## src/rtl/stack_pointer_unit.sv

```systemverilog
// ---------------------------------------------------------------------------
// stack_pointer_unit
//
// Owns the architectural stack pointer and sequences one- and two-word stack
// accesses (PUSH/POP/CALL/RET/INT) in the memory stage. Drives the stack
// adder controls, the data-memory address/enables for the current word, and
// keeps sticky overflow/underflow flags.
//
// Ports
//   i_clk        rising-edge clock
//   i_rst        synchronous, active-high reset
//   i_en         pipeline advance; 0 freezes all state
//   i_req_valid  stack request present (sampled only in IDLE)
//   i_req_push   1 = push, 0 = pop
//   i_req_two    1 = two-word access, 0 = one word
//   i_clr_err    clears sticky error flags
//   o_sp_out     current SP register
//   o_stack_op   word transfer occurs this cycle
//   o_push_pop   1 = push (SP-1), 0 = pop (SP+1)
//   o_addr_out   memory address of current word
//   o_mem_we     write current word
//   o_mem_re     read current word
//   o_word_sel   half being transferred (0 = high, 1 = low)
//   o_busy       second word in progress; upstream must hold
//   o_done       request completes this cycle
//   o_err        request completing this cycle was aborted
//   o_overflow   sticky: push attempted on full stack
//   o_underflow  sticky: pop attempted on empty stack
//
// state  | meaning
// IDLE   | waiting for a request; first (or only) word transfers here
// SECOND | second word of a two-word access transfers here
// ---------------------------------------------------------------------------
module stack_pointer_unit #(
    parameter int                   DATA_W   = 32,
    parameter logic [DATA_W-1:0]    SP_RESET = 32'h000F_FFFF,
    parameter int                   DEPTH    = 1024
) (
    input  logic              i_clk,
    input  logic              i_rst,
    input  logic              i_en,
    input  logic              i_req_valid,
    input  logic              i_req_push,
    input  logic              i_req_two,
    input  logic              i_clr_err,
    output logic [DATA_W-1:0] o_sp_out,
    output logic              o_stack_op,
    output logic              o_push_pop,
    output logic [DATA_W-1:0] o_addr_out,
    output logic              o_mem_we,
    output logic              o_mem_re,
    output logic              o_word_sel,
    output logic              o_busy,
    output logic              o_done,
    output logic              o_err,
    output logic              o_overflow,
    output logic              o_underflow
);

    localparam logic [DATA_W-1:0] DEPTH_W = DATA_W'(DEPTH);

    typedef enum logic {
        IDLE   = 1'b0,
        SECOND = 1'b1
    } state_t;

    state_t             r_state;
    state_t             w_state_nxt;
    logic [DATA_W-1:0]  r_sp;
    logic               r_push;
    logic               r_ovf;
    logic               r_udf;

    logic               w_attempt;
    logic               w_is_push;
    logic               w_full;
    logic               w_empty;
    logic               w_ovf_now;
    logic               w_udf_now;
    logic               w_xfer;

    // A word is attempted when the pipeline advances and either a fresh
    // request is accepted in IDLE or the second word is pending.
    assign w_attempt = !i_rst && i_en &&
                       ((r_state == IDLE && i_req_valid) || r_state == SECOND);
    // The second word follows the direction captured at accept time.
    assign w_is_push = (r_state == SECOND) ? r_push : i_req_push;
    assign w_full    = ((SP_RESET - r_sp) == DEPTH_W);
    assign w_empty   = (r_sp == SP_RESET);
    assign w_ovf_now = w_attempt &&  w_is_push && w_full;
    assign w_udf_now = w_attempt && !w_is_push && w_empty;
    assign w_xfer    = w_attempt && !w_ovf_now && !w_udf_now;

    // State register
    always_ff @(posedge i_clk) begin
        if (i_rst) begin
            r_state <= IDLE;
        end else if (i_en) begin
            r_state <= w_state_nxt;
        end
    end

    // Next-state logic; an aborted first word never enters SECOND.
    always_comb begin
        w_state_nxt = r_state;
        case (r_state)
            IDLE: begin
                if (w_xfer && i_req_two) begin
                    w_state_nxt = SECOND;
                end
            end
            SECOND: begin
                w_state_nxt = IDLE;
            end
            default: begin
                w_state_nxt = IDLE;
            end
        endcase
    end

    // Output logic
    always_comb begin
        o_stack_op = 1'b0;
        o_push_pop = 1'b0;
        o_addr_out = '0;
        o_mem_we   = 1'b0;
        o_mem_re   = 1'b0;
        o_word_sel = 1'b0;
        o_busy     = 1'b0;
        o_done     = 1'b0;
        o_err      = 1'b0;
        if (!i_rst) begin
            o_busy = (r_state == SECOND);
            if (w_attempt) begin
                o_stack_op = w_xfer;
                o_push_pop = w_is_push;
                // Push is post-decrement (write at SP), pop is pre-increment.
                o_addr_out = w_is_push ? r_sp : (r_sp + 1'b1);
                o_mem_we   = w_xfer &&  w_is_push;
                o_mem_re   = w_xfer && !w_is_push;
                o_err      = w_ovf_now || w_udf_now;
                if (r_state == IDLE) begin
                    // LIFO: a push writes the high half first, a pop reads
                    // the low half first; single words are always low.
                    o_word_sel = !i_req_two || !i_req_push;
                    o_done     = !i_req_two || o_err;
                end else begin
                    o_word_sel = r_push;
                    o_done     = 1'b1;
                end
            end
        end
    end

    // SP, captured direction and sticky flags
    always_ff @(posedge i_clk) begin
        if (i_rst) begin
            r_sp   <= SP_RESET;
            r_push <= 1'b0;
            r_ovf  <= 1'b0;
            r_udf  <= 1'b0;
        end else if (i_en) begin
            if (w_xfer) begin
                r_sp <= w_is_push ? (r_sp - 1'b1) : (r_sp + 1'b1);
            end
            if (r_state == IDLE && i_req_valid) begin
                r_push <= i_req_push;
            end
            // Set wins over a simultaneous clear.
            if (w_ovf_now) begin
                r_ovf <= 1'b1;
            end else if (i_clr_err) begin
                r_ovf <= 1'b0;
            end
            if (w_udf_now) begin
                r_udf <= 1'b1;
            end else if (i_clr_err) begin
                r_udf <= 1'b0;
            end
        end
    end

    assign o_sp_out    = r_sp;
    assign o_overflow  = r_ovf;
    assign o_underflow = r_udf;

endmodule

```

## config.mk

```make
export PLATFORM = sky130hd
export DESIGN_NAME = stack_pointer_unit
export DESIGN_NICKNAME = d
export VERILOG_FILES = /design/src/rtl/stack_pointer_unit.sv
export SDC_FILE = /design/constraint.sdc
export NUM_CORES = 1
export LEC_CHECK = 0
export ABC_AREA = 1
export ABC_CLOCK_PERIOD_IN_PS = 3600
export BUFFER_PORTS_ARGS = -buffer_cell sky130_fd_sc_hd__buf_2
export CORE_MARGIN = 4
export CORE_UTILIZATION = 30
export CTS_CLUSTER_SIZE = 30
export DETAILED_ROUTE_END_ITERATION = 12
export PLACE_DENSITY_LB_ADDON = 0.1
export SLEW_MARGIN = 0
export SYNTH_ARGS = -nofsm -noshare
export SYNTH_HDL_FRONTEND = slang
export SYNTH_SLANG_ARGS = --single-unit
export TNS_END_PERCENT = 5
```

## constraint.sdc

```tcl
create_clock -name i_clk -period 3.6 [get_ports i_clk]
set_input_delay 0.9 -clock i_clk [delete_from_list [all_inputs] [get_ports i_clk]]
set_output_delay 0.9 -clock i_clk [all_outputs]
set_load 0.005 [all_outputs]
```

==> results.json <==
{
  "drc": 0,
  "antenna_found_initial": 0,
  "finClkSkew_ps": 5.58,
  "clkSlewWorstSetupHoldPaths_ps": 60,
  "cts_max_level": 2,
  "synth-seq-cells": 36,
  "start_util_pct": 30.8,
  "worst-path-max-fanout": 8,
  "ff_latch_area_um2": 721,
  "peakVddDrop_mv": 0.156,
  "port_buffers": 80,
  "start_kind": "flop",
  "die_area_mm2": 0.0149,
  "yosysSeqAreaShare_pct": 18.5,
  "dp.cells": 946,
  "drtPass1Iterations": 5,
  "slew_viol_final": 0,
  "hold_viol_final": 0,
  "crit_arrival_ps": 2520,
  "cts_setup_buffers": 0,
  "vias": 5038,
  "track_usage_pct": 22.7,
  "die_w_um": 122,
  "synthMuxAreaShare_pct": 0,
  "crit_required_ps": 2700,
  "root_buffer": "clkbuf_16",
  "cts.sinks": 36,
  "synthesis.nets": 721,
  "outcome": "finished, final reports clean",
  "n_fill_cell": 1457,
  "gp_congestion": 0.940,
  "synth.distinct_cells": 37,
  "setup_viol": 0,
  "p_leak_nw": 2.45,
  "syn_inst": 710,
  "yosys.area_share.simple_pct": 51.3,
  "grt_pass1_vias": 4812,
  "multi_input_area_mm2": 0.00279,
  "clk_path_buf_depth": 2,
  "antenna_cells": 0,
  "drt-total-wl_um": 16500,
  "core_mm2": 0.0127,
  "io_pins": 81,
  "synth_fa_ha_area_share_pct": 1.28,
  "max-cap-violations": 0,
  "synth_xor_area_share_pct": 4.94,
  "tightest_slew_ps": 574,
  "syn_avg_cell_area_um2": 5.50,
  "synth_top_family_by_area": "simple AND/OR/NAND/NOR gates",
  "cts-buffers-inserted": 5,
  "setup_tns_ps": 0,
  "rows": 41,
  "tritoncts": "done",
  "grt_overflow_total": 0,
  "timing.final.crit_share_pct": 94.9,
  "layout.cells.non_filler": 954,
  "postSynth.asyncResetShare_pct": 0,
  "hpwlAfterDp_um": 12600,
  "syn-cell-area_mm2": 0.00390,
  "detail_route.wl_per_cell_um": 17.3,
  "drt-initial-drc-count": 520,
  "layout-drive-gt1-share_pct": 18.0,
  "worstSkewPairLatency_ps": 300,
  "min_path_type": "reg2reg",
  "syn2layout_area_growth_pct": 19.2,
  "synth_edf_count": 0,
  "die_h_um": 122,
  "synth_compound_area_share_pct": 13.5,
  "slew_headroom_pct": 61.5,
  "critical_path_class": "reg2out",
  "power.density_mw_per_mm2": 326,
  "grt_max_degree": 44,
  "cp-end-kind": "primary output",
  "max_freq_mhz": 293,
  "via_per_inst": 5.28,
  "period_needed_ps": 3420,
  "grt_pass1_wl_um": 26400,
  "rsz0062_at_grt": "no",
  "fin_nets": 792,
  "synth_ff_type": "dfxtp_1",
  "synth_warnings": 0,
  "drtAntennaViolNets": 0
}
Yosys cell counts, drive strengths merged, types with 15 or more instances:
cell type	n	area share [%]
clkbuf	19	1.8
nand3	74	9.8
nor3	18	2.4
nand4	33	5.5
xor2	21	4.7
o21ai	41	5.4
buf	15	2.3
nor2	117	12
a21oi	20	2.6
nand2	203	20
o22ai	28	4.5
dfxtp	36	18
inv	63	6.1
flip-flops by register name, summed over array words and instances, names as in the netlist:
| register | count |
|---|---|
| r_push | 1 |
| o_underflow | 1 |
| o_sp_out | 32 |
| o_overflow | 1 |
| r_state | 1 |
worst max-delay path: stages, from the launching register on:
cell,delay (ps)
dfxtp_1,520
inv_2,110
nor3_1,290
nand2_1,230
inv_1,200
nand3_1,250
nor4_2,270
nand2_1,160
nand2_1,90
buf_2,110
cells by family (layout without fill, tap and decap cells):
| kind of cell | Yosys count | after routing |
|---|---|---|
| xor gates and xnor gates | 22 | 22 |
| adders and majority gates | 4 | 4 |
| buffers and inverters | 100 | 172 |
| and+or+nand+nor | 455 | 455 |
| DFF | 36 | 36 |
| AOI/OAI and AO/OA | 93 | 93 |
final cells by class:
class,instances,share of cell area [%]
Multi-Input combinational cell,574,59.9
Timing Repair Buffer,98,11.5
Sequential cell,36,15.5
Inverter,66,5.33
Clock buffer,8,3.15
Tap cell,172,4.63
worst paths after layout:
path,slack (ps),from,endpoint,depth (start not counted)
max reg2reg,870,o_sp_out[7],o_sp_out[29],10
min,480,o_underflow,o_underflow,2
min reg2reg,480,o_underflow,o_underflow,2
max,180,o_sp_out[7],o_err,9
metal layers:
metal  part of all wire [%]  GRT usage, %
met2                     43          35.2
met3                    7.1          3.85
met1                     47          31.5
met4                    2.9          8.75
met5                      0             0
what timing repair did:
action | in CTS | in global routing
resized for setup | 0 | 3
setup endpoints to repair | 0 | 3
hold buffers | 0 | 0
layout by cell type, fill, tap and decap left out, types with 2 or more instances in the layout:
master | synthesis | layout
o22ai_1 | 28 | 28
buf_2 | 9 | 80
inv_2 | 14 | 14
buf_4 | 2 | 18
nor2_2 | 6 | 7
inv_1 | 49 | 49
ha_1 | 4 | 4
nor4_1 | 3 | 2
nand2_2 | 3 | 3
nand3_1 | 73 | 72
nor3_1 | 17 | 17
nor2_4 | 3 | 3
or2_2 | 3 | 3
clkinv_1 | 3 | 3
xor2_1 | 21 | 21
nand4_1 | 32 | 32
clkbuf_16 | 0 | 5
nor2_1 | 108 | 107
o21ai_0 | 39 | 39
dfxtp_1 | 36 | 36
clkbuf_1 | 19 | 2
a21oi_1 | 20 | 20
nand2_1 | 200 | 200
nor3b_1 | 2 | 2
where the power goes:
part | total, mW | internal (mW) | switching, mW
Combinational | 0.582 | 0.182 | 0.400
Sequential | 0.462 | 0.422 | 0.0408
Clock | 0.472 | 0.277 | 0.195
metrics by stage:
stage / hold slack [ps] / cell area, µm² / util, % / setup slack (ps) / power [mW]
2_1_floorplan: 463 / 3900 / - / 477 / 0.849
3_3_place_gp: 459 / 4490 / 35.4 / 328 / 1.04
3_5_place_dp: 470 / 4490 / 35.4 / 240 / 1.04
4_1_cts: 484 / 4640 / 36.6 / 49.0 / 1.52
5_1_grt: 519 / 4650 / 36.7 / 11.9 / 1.62
6_report: 484 / 4650 / 36.7 / 182 / 1.52
(Power assumes the default switching activity.)
